--- config.mk ---
export PLATFORM = sky130hd
export DESIGN_NAME = demux1to4_regbank
export DESIGN_NICKNAME = d
export VERILOG_FILES = /design/src/rtl/demux1to4_regbank.sv
export SDC_FILE = /design/constraint.sdc
export NUM_CORES = 1
export LEC_CHECK = 0
export BUFFER_PORTS_ARGS = -buffer_cell sky130_fd_sc_hd__buf_4
export CAP_MARGIN = 20
export CORE_UTILIZATION = 57
export DETAILED_ROUTE_END_ITERATION = 10
export PLACE_DENSITY = 0.85
export SYNTH_ARGS = -nofsm -noshare
export SYNTH_HDL_FRONTEND = slang
export SYNTH_SLANG_ARGS = --single-unit
--- constraint.sdc ---
create_clock -name clk -period 2.7 [get_ports clk]
set_input_delay 0.405 -clock clk [delete_from_list [all_inputs] [get_ports clk]]
set_output_delay 0.405 -clock clk [all_outputs]
set_load 0.02 [all_outputs]
--- src/rtl/demux1to4_regbank.sv ---
// -----------------------------------------------------------------------------
// demux1to4_regbank
//
// Write-side counterpart of a 4:1 select path. A WIDTH-bit word is steered by
// the 2-bit select {S1,S0} into one of four holding registers Q0..Q3. These
// registers drive the I0..I3 inputs of the read mux directly. Every write goes
// through a one-entry pending stage before it reaches its Q register.
//
// Handshake: a write is accepted on a rising clk edge where wr_valid and
// wr_ready are both 1. wr_ready is combinational and does not depend on
// wr_valid. While wr_ready is 0 the source keeps wr_valid, din, S1 and S0
// stable, and nothing is captured.
//
// Optional feature: define DEMUX_WRCOUNT_EN to add the per-index saturating
// commit counters wcnt0..wcnt3.
//
// Parameters:
//   WIDTH    data width of din and of each Q register
//   RST_VAL  value loaded into Q0..Q3 on reset and on clr
//
// Ports:
//   clk       rising-edge clock
//   rst_n     asynchronous active-low reset
//   din       write data
//   S0, S1    destination index, {S1,S0}
//   wr_valid  write request
//   wr_ready  pending stage can accept
//   hold      stall; blocks commit of the pending entry
//   clr       synchronous clear of Q0..Q3, the pending entry and the counters
//   Q0..Q3    holding registers for index 0..3
//   wr_done   one-cycle pulse after the edge where an entry commits
//   wr_idx    index just committed; meaningful only while wr_done=1
//   wcnt0..3  (DEMUX_WRCOUNT_EN) saturating count of commits per index
// -----------------------------------------------------------------------------
module demux1to4_regbank #(
  parameter int               WIDTH   = 32,
  parameter logic [WIDTH-1:0] RST_VAL = '0
) (
  input  logic             clk,
  input  logic             rst_n,
  input  logic [WIDTH-1:0] din,
  input  logic             S0,
  input  logic             S1,
  input  logic             wr_valid,
  output logic             wr_ready,
  input  logic             hold,
  input  logic             clr,
  output logic [WIDTH-1:0] Q0,
  output logic [WIDTH-1:0] Q1,
  output logic [WIDTH-1:0] Q2,
  output logic [WIDTH-1:0] Q3,
  output logic             wr_done,
  output logic [1:0]       wr_idx
`ifdef DEMUX_WRCOUNT_EN
  ,
  output logic [7:0]       wcnt0,
  output logic [7:0]       wcnt1,
  output logic [7:0]       wcnt2,
  output logic [7:0]       wcnt3
`endif
);

  // Holding registers
  logic [WIDTH-1:0] q_q [4];
  logic [WIDTH-1:0] q_d [4];

  // Pending stage
  logic             pend_v_q,    pend_v_d;
  logic [WIDTH-1:0] pend_data_q, pend_data_d;
  logic [1:0]       pend_idx_q,  pend_idx_d;

  // Commit report
  logic             done_q, done_d;
  logic [1:0]       idx_q,  idx_d;

  // Set at the first clk edge after reset release. wr_ready stays low until
  // then, so reset release is seen through the clock and not only through
  // the rst_n level.
  logic             run_q;

  logic             accept;
  logic             commit;

  assign wr_ready = rst_n & run_q & ~clr & (~pend_v_q | ~hold);
  assign accept   = wr_valid & wr_ready;
  // clr overrides commit: a pending entry that meets clr is discarded.
  assign commit   = pend_v_q & ~hold & ~clr;

  always_comb begin
    q_d         = q_q;
    pend_v_d    = pend_v_q;
    pend_data_d = pend_data_q;
    pend_idx_d  = pend_idx_q;
    done_d      = 1'b0;
    idx_d       = 2'b00;

    if (clr) begin
      for (int k = 0; k < 4; k++) begin
        q_d[k] = RST_VAL;
      end
      pend_v_d = 1'b0;
    end else begin
      if (commit) begin
        q_d[pend_idx_q] = pend_data_q;
        done_d          = 1'b1;
        idx_d           = pend_idx_q;
      end
      // A new accept refills the stage in the same edge the old entry
      // drains, which keeps a steady stream at one write per cycle.
      if (accept) begin
        pend_v_d    = 1'b1;
        pend_data_d = din;
        pend_idx_d  = {S1, S0};
      end else if (commit) begin
        pend_v_d = 1'b0;
      end
    end
  end

  always_ff @(posedge clk or negedge rst_n) begin
    if (!rst_n) begin
      for (int k = 0; k < 4; k++) begin
        q_q[k] <= RST_VAL;
      end
      pend_v_q    <= 1'b0;
      pend_data_q <= '0;
      pend_idx_q  <= 2'b00;
      done_q      <= 1'b0;
      idx_q       <= 2'b00;
      run_q       <= 1'b0;
    end else begin
      q_q         <= q_d;
      pend_v_q    <= pend_v_d;
      pend_data_q <= pend_data_d;
      pend_idx_q  <= pend_idx_d;
      done_q      <= done_d;
      idx_q       <= idx_d;
      run_q       <= 1'b1;
    end
  end

  assign Q0      = q_q[0];
  assign Q1      = q_q[1];
  assign Q2      = q_q[2];
  assign Q3      = q_q[3];
  assign wr_done = done_q;
  assign wr_idx  = idx_q;

`ifdef DEMUX_WRCOUNT_EN
  logic [7:0] cnt_q [4];
  logic [7:0] cnt_d [4];

  always_comb begin
    cnt_d = cnt_q;
    if (clr) begin
      for (int k = 0; k < 4; k++) begin
        cnt_d[k] = 8'd0;
      end
    end else if (commit && (cnt_q[pend_idx_q] != 8'hFF)) begin
      cnt_d[pend_idx_q] = cnt_q[pend_idx_q] + 8'd1;
    end
  end

  always_ff @(posedge clk or negedge rst_n) begin
    if (!rst_n) begin
      for (int k = 0; k < 4; k++) begin
        cnt_q[k] <= 8'd0;
      end
    end else begin
      cnt_q <= cnt_d;
    end
  end

  assign wcnt0 = cnt_q[0];
  assign wcnt1 = cnt_q[1];
  assign wcnt2 = cnt_q[2];
  assign wcnt3 = cnt_q[3];
`endif

endmodule

Word-level counts from Yosys, hierarchy flattened
Cells that the tools add are included.
- bits of input ports: 39
- bits in registers: 167
- output and inout port bits: 132
- multiplexer cells: 12
- reduce and logical (&&, ||, !) cells: 4
- $lt $le $gt $ge: 2
- bitwise gates (word level): 11
- operator list (operator ; number):
    $mux W128 ; 2
    $bwmux W128 ; 1
    $demux W32 S2 ; 1
    $mux W32 ; 1
    $and A1 B1 Y1 ; 6
    $mux W1 ; 5
    $mux W2 ; 2
    $ge A3 B3 Y1 const B ; 1
    $lt A3 B1 Y1 const B ; 1
    $not A1 Y1 ; 3
    $not A2 Y3 ; 1
    $reduce_bool A3 Y1 ; 1
    $reduce_and A2 Y1 ; 1
    $reduce_bool A2 Y1 ; 1
    $logic_and A1 B1 Y1 ; 1
    $or A1 B1 Y1 ; 1

Longest topological paths before layout
Gate-level depths: netlist of run 1.
- depth in word-level cells: 8
- mapped depth: 6

Least setup slack after synthesis of run 1
Ideal clock, no wire load.
- kind: in2reg
- start point: input hold
- end point: register pend_data_q[10]
- arrival: 1413 ps
- path buffers: 3
- path slack: 1162 ps
- required time: 2575 ps
- stages: 6
- setup time: 125 ps
- path through: buf_2 > nand2_1 > and4_1 > buf_6 > buf_6 > mux2_4
- word-level cells in the longest chain between the ends: 5
- ends and longest elaborated chain (what ; RTL line ; source):
    from (decl) ; 46 ; input logic hold,
    $not A1 Y1 ; 84 ; assign wr_ready = rst_n & run_q & ~clr & (~pend_v_q | ~hold);
    $or A1 B1 Y1 ; 84 ;
    $and A1 B1 Y1 ; 84 ;
    $and A1 B1 Y1 ; 85 ; assign accept = wr_valid & wr_ready;
    $reduce_and A2 Y1 (no source line) ; - ;
    to (signal assigned) ; 134 ; pend_data_q <= pend_data_d;
    to (decl) ; 69 ; logic [WIDTH-1:0] pend_data_q, pend_data_d;
No other way between the ends.
A chain may end at the register's enable or synchronous reset.

Worst setup path after layout of run 1
- start point: register pend_idx_q[1]
- end point: register q_q (netlist bit Q1[10])
- word-level cells in the longest chain between the ends: 8
- elaborated cells on any way between the ends: 9
- classes of those cells: order compare (2); mux (5); bitwise (1); reduce/logical (1)
- ends and longest elaborated chain (what ; RTL line ; source):
    from (decl) ; 70 ; logic [1:0] pend_idx_q, pend_idx_d;
    from (signal assigned) ; 135 ; pend_idx_q <= pend_idx_d;
    $not A2 Y3 (not written as such) (*) ; 104 ; q_d[pend_idx_q] = pend_data_q;
    $ge A3 B3 Y1 (not written as such) / $lt A3 B1 Y1 (equally long branches) ; 104 ;
    $logic_and A1 B1 Y1 (not written as such) ; 104 ;
    $mux W32 (not written as such) ; 104 ;
    $demux W32 S2 (*) ; 104 ;
    $bwmux W128 (*) ; 104 ;
    $mux W128 (*) ; 103 ; if (commit) begin
    $mux W128 (*) ; 97 ; if (clr) begin
    to (signal assigned) ; 132 ; q_q <= q_d;
    to (decl) ; 64 ; logic [WIDTH-1:0] q_q [4];
Mark *: on every way between the ends. The rest lies on a longest branch, timed or not. The select of a mux whose other input is x is not followed.

==> summary.txt, run 1 <==
Run status
  – Status: completed

Timing
  – Post-layout minimum cycle time: 1910 ps
  – WHS: 40.4 ps
  – RSZ-0062 raised after global routing: false
  – Final setup fails: 0
  – Final clock period utilization by the worst path: 0.707
  – Post-route setup TNS: 0 ps
  – Worst-Margin Slew: 901 ps
  – Max-slew violation count: 0
  – Slew headroom: 0.399
  – F_max: 524 MHz
  – Final hold vios: 0
  – Layout Skew: 7.75 ps

Route
  – DR WL/cell: 18.3 um
  – Via/cell ratio: 5.63
  – Number of remaining DRC errors: 0
  – Initial DRC Count: 414
  – Final WL: 17600 um
  – Drt pass-1 iters: 5
  – Vias post-DR: 5412
  – Antenna Nets Post-Route: 0

Finish
  – Most frequent cells in the layout: 257 x nand2_1, 183 x buf_4, 167 x dfrtp_1
  – Share of cells above drive strength 1: 0.306
  – Final #Nets: 847
  – Non-filler instance count after layout: 961
  – Synth-to-Final Area Change: 29.9%
  – Commonest non-fill, non-tap cell in the layout: nand2_1
  – # diodes: 0

Floorplanning
  – Row cnt: 39
  – Die ar.: 12200 sq um
  – Initial Util: 0.585
  – Top Ports: 171
  – Die height: 110 um
  – Die Wd: 110 um
  – CORE AREA: 11400 sq um

Clocking
  – TritonCTS buffer count: 17
  – H-tree Lvls: 4
  – Setup bufs post-CTS: 0
  – CTS sink count: 167
  – CTS clock-pin slew for the worst setup and hold paths: 60 ps
  – Clock latency reported for the late side of the worst-skew pair: 420 ps
  – Hold-fix buffer count after cts: 0
  – Post-CTS resize count: 0
  – Max Root-Sink Buffers: 2
  – TritonCTS clock tree: yes
  – CTS Root Cell: clkbuf_16

Placement
  – Number of port buffers: 170
  – Dpl hpwl: 11800 um
  – GPL Wtd Cong: 0.895
  – Placed Cells: 932

Worst setup path
  – Arrival @ worst endpoint: 2170 ps
  – CP required: 2960 ps
  – Startpoint types: register
  – Worst Setup Path Type: reg -> reg
  – Crit-path max FO: 21
  – Crit. End Element: register
  – R2r setup slk: 790 ps

Synthesis
  – Synth Instances: 651
  – Main synth FF type: dfrtp_1
  – Mapped Nets: 690
  – Synthesized area: 6680 sq um
  – Ys async rst share: 1.00
  – Ys Warns: 0
  – Post-synth EDFFs: 0
  – Synth cell types: 21
  – Synth Area per Inst: 10.3 sq um
  – Sequential-to-total area share from yosys stat: 0.626
  – Yosys reg bits: 167

Pwr
  – Pwr per Cell Area: 663 nW/um^2
  – Worst VDD drop: 0.000480 V
  – Pleak: 0.00407 uW

Min path
  – Worst hold path type: in -> async

GRT
  – GRT Total Usage: 0.304
  – Number of global-route vias before repair: 5175
  – Remaining Overflow, GRT: 0
  – First-pass GRT wire length: 27000 um
  – Initial antenna violation count: 0
  – Largest net degree at the start of global routing: 116

Flow run
  – MaxCap Viol Count: 0
==> final cells by class <==
class | instances | area (sq um)
Clock inverter | 3 | 90.1
Fill cell | 776 | 2750
Clock buffer | 26 | 499
Sequential cell | 167 | 4180
Multi-Input combinational cell | 435 | 2280
Timing Repair Buffer | 187 | 1450
Tap cell | 143 | 179
==> synthesized netlist by cell type (2+ instances only) <==
| master | count | area share |
|---|---|---|
| nand2_1 | 257 | 0.14 |
| dfrtp_1 | 167 | 0.63 |
| a21oi_1 | 128 | 0.096 |
| mux2_4 | 29 | 0.065 |
| buf_2 | 22 | 0.016 |
| clkbuf_1 | 20 | 0.011 |
| buf_6 | 7 | 0.012 |
| mux2_2 | 5 | 0.0084 |
| and2_1 | 2 | 0.0019 |
| nand4bb_1 | 2 | 0.0034 |
| nor4bb_1 | 2 | 0.0030 |
==> cell families after synthesis <==
| logic type | synth area share |
|---|---|
| and+or+nand+nor | 0.164 |
| other | 0.000561 |
| buffers and inverters | 0.0395 |
| DFF | 0.626 |
| muxes | 0.0736 |
| AOI/OAI and AO/OA | 0.0970 |
==> power breakdown <==
part | internal [uW] | switching [uW] | leakage [uW]
registers | 2640 | 241 | 0.00226
logic | 246 | 193 | 0.00152
clock network | 1540 | 891 | 0.000287
total | 4420 | 1330 | 0.00407
==> worst max-delay path, cell delays in order (launching register included) <==
cell and delay (ps):
dfrtp_1 520, nand4bb_1 630, buf_4 430, nand2_1 100
a21oi_1 70
==> metal layers <==
layer | GRT usage | up-vias | wire length [um] | part of all wire
met2 | 0.480 | 265 | 8700 | 0.49
met5 | 0 | - | 0 | 0
met4 | 0.148 | 0 | 599 | 0.034
met1 | 0.391 | 2661 | 6910 | 0.39
met3 | 0.0823 | 46 | 1370 | 0.078
li1 | - | 2440 | - | -
==> state kept, by name, indices dropped and copies added (netlist names) <==
name         flops
pend_idx_q       2
wr_done          1
pend_data_q     32
run_q            1
Q3              32
wr_idx           2
pend_v_q         1
Q0              32
Q1              32
Q2              32
==> through the flow <==
stage,instance area [sq um],setup WS [ps],util,total power (uW)
after floorplan,6680,1160,-,3080
after detailed placement,8080,734,0.708,3350
after global routing,8670,613,0.760,5940
after global placement,8080,792,0.708,3320
final,8670,791,0.760,5750
after CTS,8670,773,0.760,5770
==> worst paths after layout <==
path | from | endpoint | cells past startpoint
max | pend_idx_q[1]$_DFFE_PN0P_ | Q1[10]$_DFFE_PN0P_ | 4
min reg2reg | Q3[0]$_DFFE_PN0P_ | Q3[0]$_DFFE_PN0P_ | 2
min in group clk | din[29] | pend_data_q[29]$_DFFE_PN0P_ | 2
max reg2reg | pend_idx_q[1]$_DFFE_PN0P_ | Q1[10]$_DFFE_PN0P_ | 4
min | rst_n | Q3[23]$_DFFE_PN0P_ | 2
max in group asynchronous | rst_n | pend_data_q[3]$_DFFE_PN0P_ | 2
Power figures use the tool's default switching activity.
==> run 2, diff against run 1 <==
--- a/config.mk
+++ b/config.mk
@@ -7,9 +7,9 @@
 export LEC_CHECK = 0
 export BUFFER_PORTS_ARGS = -buffer_cell sky130_fd_sc_hd__buf_4
 export CAP_MARGIN = 20
-export CORE_UTILIZATION = 57
+export CORE_UTILIZATION = 53
 export DETAILED_ROUTE_END_ITERATION = 10
-export PLACE_DENSITY = 0.85
+export PLACE_DENSITY = 0.8
 export SYNTH_ARGS = -nofsm -noshare
 export SYNTH_HDL_FRONTEND = slang
 export SYNTH_SLANG_ARGS = --single-unit
==> constraint.sdc (replaced) <==
create_clock -name clk -period 1.9 [get_ports clk]
set_input_delay 0.285 -clock clk [delete_from_list [all_inputs] [get_ports clk]]
set_output_delay 0.285 -clock clk [all_outputs]
set_load 0.02 [all_outputs]
==> summary.txt, run 2 (synthesized netlist as in run 1, its figures left out) <==
Pwr
  – Final Power: 8210 uW (+43%)
  – Pwr per Cell Area: 940 nW/um^2 (+42%)
  – Sequential power share: 0.497 (-0.004)
  – Net Sw Frac: 0.236 (+0.00505)
  – Psw: 1930 uW (+46%)
  – Pleak: 0.00409 uW (+0.43%)
  – Clk pwr share: 0.424 (about the same)
  – Pint: 6270 uW (+42%)
  – Worst VDD drop: 0.000596 V (+24%)
  – Comb power frac: 0.079 (+0.003)

Route
  – Number of remaining DRC errors: 0 (unchanged)
  – Vias post-DR: 5287 (-2.3%)
  – Final WL: 17400 um (-0.77%)
  – DR WL/cell: 17.6 um (-3.9%)
  – Antenna Nets Post-Route: 0 (unchanged)
  – Initial DRC Count: 503 (+21%)
  – Via/cell ratio: 5.33 (-5.4%)
  – Drt pass-1 iters: 5 (unchanged)

Run status
  – Status: completed

Min path
  – Worst hold path type: in -> async

Flow run
  – MaxCap Viol Count: 0 (unchanged)

Finish
  – Multi-input logic area: 2280 sq um (-0.22%)
  – Cell area after layout: 8730 sq um (+0.71%)
  – Filler cells: 902 (+16%)
  – Commonest non-fill, non-tap cell in the layout: nand2_1
  – Non-filler instance count after layout: 992 (+3.2%)
  – Most frequent cells in the layout: 257 x nand2_1, 186 x buf_4, 167 x dfrtp_1
  – Sequential Area: 4180 sq um (unchanged)
  – # diodes: 0 (unchanged)
  – Synth-to-Final Area Change: 30.8%
  – Final #Nets: 850 (+0.35%)
  – Share of cells above drive strength 1: 0.311 (+0.00506)

Worst setup path
  – Crit-path max FO: 10 (-52%)
  – Largest stage delay on the critical path: 500 ps (-130 ps)
  – FF-to-FF path depth: 4 (unchanged)
  – Crit. End Element: output port
  – Startpoint types: register
  – Arrival @ worst endpoint: 1430 ps (-740 ps)
  – Worst Setup Path Type: reg -> out
  – CP required: 1620 ps (-1340 ps)
  – CP max stage cell: dfrtp_1
  – Worst-path cell chain: nand2_1, and3_1, buf_4
  – Critical path depth: 3 (-1)
  – CP delay by family, top: flip-flops
  – CP Buf/Inv Count: 1 (unchanged)

Clocking
  – CTS sink count: 167 (unchanged)
  – CTS clock-pin slew for the worst setup and hold paths: 60 ps (about the same)
  – CTS Root Cell: clkbuf_16
  – Hold-fix buffer count after cts: 0 (unchanged)
  – TritonCTS buffer count: 17 (unchanged)
  – H-tree Lvls: 4 (unchanged)
  – Post-CTS resize count: 0 (unchanged)
  – Clock latency reported for the late side of the worst-skew pair: 420 ps (about the same)
  – Max Root-Sink Buffers: 2 (unchanged)
  – Setup bufs post-CTS: 0 (unchanged)
  – TritonCTS clock tree: yes

Timing
  – Max-slew violation count: 0 (unchanged)
  – Final setup fails: 0 (unchanged)
  – Slew headroom: 0.424 (+0.0252)
  – Final hold vios: 0 (unchanged)
  – Post-route setup TNS: 0 ps (unchanged)
  – Post-layout minimum cycle time: 1710 ps
  – Final clock period utilization by the worst path: 0.902
  – F_max: 583 MHz
  – Worst-Margin Slew: 864 ps (-37.7 ps)
  – RSZ-0062 raised after global routing: false
  – Layout Skew: 5.91 ps (-1.84 ps)

Placement
  – GPL Wtd Cong: 0.840 (-6.0%)
  – Number of port buffers: 170 (unchanged)
  – Dpl hpwl: 11500 um (-3.0%)
  – Placed Cells: 960 (+3.0%)
  – Placement Cell Area: 8130 sq um (+0.60%)

GRT
  – First-pass GRT wire length: 27700 um (+2.3%)
  – Initial antenna violation count: 0 (unchanged)
  – Largest net degree at the start of global routing: 168 (+45%)
  – Remaining Overflow, GRT: 0 (unchanged)
  – Number of global-route vias before repair: 5279 (+2.0%)
  – GRT Total Usage: 0.284 (-0.0203)

Floorplanning
  – Initial Util: 0.549 (-0.0357)
  – Die Wd: 114 um (+3.6%)
  – Die ar.: 13100 sq um (+7.4%)
  – Row cnt: 40 (+2.6%)
  – CORE AREA: 12200 sq um (+6.5%)
  – Die height: 114 um (+3.6%)
  – Top Ports: 171 (unchanged)
run 2: final cells by class:
class                   instances  share of cell area
well taps                     168              0.0241
clock buffers                  24              0.0551
multi-input cells             435               0.261
clock inverters                 8              0.0138
flip-flops and latches        167               0.478
repair buffers                190               0.168
run 2: final timing paths:
check	start	end	slack (ps)
worst max-delay path	pend_v_q$_DFFE_PN0P_	wr_ready	190
worst min-delay path	rst_n	Q0[4]$_DFFE_PN0P_	40
worst max register to register	pend_v_q$_DFFE_PN0P_	pend_data_q[0]$_DFFE_PN0P_	220
worst min register to register	Q0[28]$_DFFE_PN0P_	Q0[28]$_DFFE_PN0P_	520
max in group asynchronous	rst_n	Q0[27]$_DFFE_PN0P_	1230
min in group clk	din[27]	pend_data_q[27]$_DFFE_PN0P_	90
run 2: through the flow:
stage / util / setup slack, ps / hold slack, ps
after CTS: 0.718 / 168 / 72.7
after global routing: 0.718 / 120 / 76.1
after floorplan: - / 427 / -10.6
final: 0.718 / 186 / 37.9
after detailed placement: 0.669 / 246 / 516
after global placement: 0.669 / 308 / 511
run 2: power groups by stage:
stage	registers [uW]	logic, uW	clock network, uW
finish	4080	650	3480
global route	4100	706	3700
CTS	4070	659	3540
detailed placement	4120	657	0
global placement	4110	630	0
floorplan	4020	357	0
run 2: worst reg2reg max path, delay by kind of cell, from the launching register on:
kind                   cells  cell delay (ps)
DFF                        1              470
and+or+nand+nor            2              440
muxes                      1              370
buffers and inverters      1              280
run 2: layer usage:
layer | part of all wire | vias to the layer above | global-route usage | routed length [um]
met5 | 0 | - | 0 | 0
met3 | 0.069 | 27 | 0.0757 | 1200
met2 | 0.51 | 197 | 0.465 | 8830
met1 | 0.41 | 2625 | 0.365 | 7090
met4 | 0.018 | 0 | 0.106 | 306
li1 | - | 2438 | - | -
==> run 3, diff against run 2 <==
--- a/config.mk
+++ b/config.mk
@@ -7,6 +7,7 @@
 export LEC_CHECK = 0
 export BUFFER_PORTS_ARGS = -buffer_cell sky130_fd_sc_hd__buf_4
 export CAP_MARGIN = 20
+export CORE_ASPECT_RATIO = 0.5
 export CORE_UTILIZATION = 53
 export DETAILED_ROUTE_END_ITERATION = 10
 export PLACE_DENSITY = 0.8
==> summary.txt, run 3 (synthesized netlist as in run 1, its figures left out) <==
Clocking
  – CTS clock-pin slew for the worst setup and hold paths: 60 ps (about the same)
  – Max Root-Sink Buffers: 2 (unchanged)
  – CTS Root Cell: clkbuf_16
  – Post-CTS resize count: 0 (unchanged)
  – Setup bufs post-CTS: 0 (unchanged)
  – Hold-fix buffer count after cts: 0 (unchanged)
  – Clock latency reported for the late side of the worst-skew pair: 420 ps (about the same)
  – TritonCTS clock tree: yes
  – TritonCTS buffer count: 17 (unchanged)
  – H-tree Lvls: 4 (unchanged)
  – CTS sink count: 167 (unchanged)

Timing
  – Worst-Margin Slew: 840 ps (-23.3 ps)
  – Final clock period utilization by the worst path: 0.878 (-0.0245)
  – Final hold vios: 0 (unchanged)
  – Slew headroom: 0.440 (+0.0155)
  – Post-layout minimum cycle time: 1670 ps (-46.5 ps)
  – F_max: 600 MHz (+2.8%)
  – WHS: 45.6 ps (+7.71 ps)
  – RSZ-0062 raised after global routing: false
  – Max-slew violation count: 0 (unchanged)
  – Layout Skew: 10.8 ps (+4.85 ps)
  – Final setup fails: 0 (unchanged)
  – Post-route setup TNS: 0 ps (unchanged)

Worst setup path
  – Crit-path max FO: 10 (unchanged)
  – R2r setup slk: 290 ps (+70 ps)
  – Startpoint types: register
  – CP required: 1620 ps (about the same)
  – Worst r2r dst: pend_data_q[31]$_DFFE_PN0P_
  – FF-to-FF path depth: 4 (unchanged)
  – Worst Setup Path Type: reg -> out
  – R2R Path Start: pend_v_q$_DFFE_PN0P_
  – Arrival @ worst endpoint: 1380 ps (-50 ps)
  – Crit. End Element: output port
  – CP Launch Point: pend_v_q$_DFFE_PN0P_

Route
  – Via/cell ratio: 5.33 (about the same)
  – Drt pass-1 iters: 6 (+1)
  – Vias post-DR: 5257 (-0.57%)
  – Initial DRC Count: 423 (-16%)
  – Number of remaining DRC errors: 0 (unchanged)
  – Final WL: 17400 um (about the same)
  – DR WL/cell: 17.7 um (+0.56%)
  – Antenna Nets Post-Route: 0 (unchanged)

GRT
  – Largest net degree at the start of global routing: 168 (unchanged)
  – Remaining Overflow, GRT: 0 (unchanged)
  – Initial antenna violation count: 0 (unchanged)
  – GRT Total Usage: 0.273 (-0.0111)
  – First-pass GRT wire length: 26600 um (-3.9%)
  – Number of global-route vias before repair: 5008 (-5.1%)

Floorplanning
  – CORE AREA: 12100 sq um (-0.91%)
  – Top Ports: 171 (unchanged)
  – Die ar.: 13100 sq um (+0.21%)
  – Die Wd: 161 um (+41%)
  – Row cnt: 28 (-30%)
  – Initial Util: 0.554 (+0.00502)
  – Die height: 81.4 um (-29%)

Finish
  – Most frequent cells in the layout: 257 x nand2_1, 181 x buf_4, 167 x dfrtp_1
  – # diodes: 0 (unchanged)
  – Non-filler instance count after layout: 986 (-0.60%)
  – Synth-to-Final Area Change: 31.1%
  – Share of cells above drive strength 1: 0.312 (+0.00114)
  – Final #Nets: 847 (-0.35%)
  – Commonest non-fill, non-tap cell in the layout: nand2_1

Pwr
  – Pwr per Cell Area: 958 nW/um^2 (+2.0%)
  – Worst VDD drop: 0.000610 V (+2.2%)
  – Pleak: 0.00409 uW (about the same)

Placement
  – Dpl hpwl: 11300 um (-1.5%)
  – Number of port buffers: 170 (unchanged)
  – Placed Cells: 954 (-0.63%)
  – GPL Wtd Cong: 0.844 (+0.43%)

Run status
  – Status: completed

Flow run
  – MaxCap Viol Count: 0 (unchanged)

Min path
  – Worst hold path type: in -> async
[run 3: area by class of cell]
type / count / area [sq um]
timing repair buffer: 187 / 1470
tap: 165 / 206
sequential: 167 / 4180
clock buffer: 18 / 429
clock inverter: 14 / 196
multi-input combinational: 435 / 2280
fill: 901 / 3290
[run 3: where the power goes]
group	switching [uW]	total [uW]	internal, uW
clock	1440	3650	2220
combinational	296	658	362
sequential	333	4080	3750
total	2070	8390	6320
[run 3: critical path: stages (launching register included)]
cell	delay (ps)
dfrtp_1	490
nand2_1	150
and3_1	190
buf_4	150
[run 3: worst max path at each step]
stage                                        to  slack (ps)
floorplan                    Q0[17]$_DFFE_PN0P_         430
global placement    pend_data_q[31]$_DFFE_PN0P_         370
detailed placement  pend_data_q[31]$_DFFE_PN0P_         300
CTS                                    wr_ready         240
global route                           wr_ready         160
finish                                 wr_ready         230
[run 3: routing by layer]
metal / vias up / track usage / wire length [um]
li1: 2432 / - / -
met1: 2587 / 0.359 / 7230
met2: 210 / 0.459 / 8530
met3: 28 / 0.0741 / 1400
met4: 0 / 0.0623 / 259
met5: - / 0 / 0
[run 3: through the flow]
step / total power, uW / worst slack [ps] / cell area (sq um) / utilization
after global routing: 8640 / 164 / 8760 / 0.727
final: 8390 / 233 / 8760 / 0.727
after global placement: 4760 / 366 / 8130 / 0.675
after floorplan: 4380 / 427 / 6680 / -
after detailed placement: 4790 / 302 / 8130 / 0.675
after CTS: 8430 / 236 / 8760 / 0.727
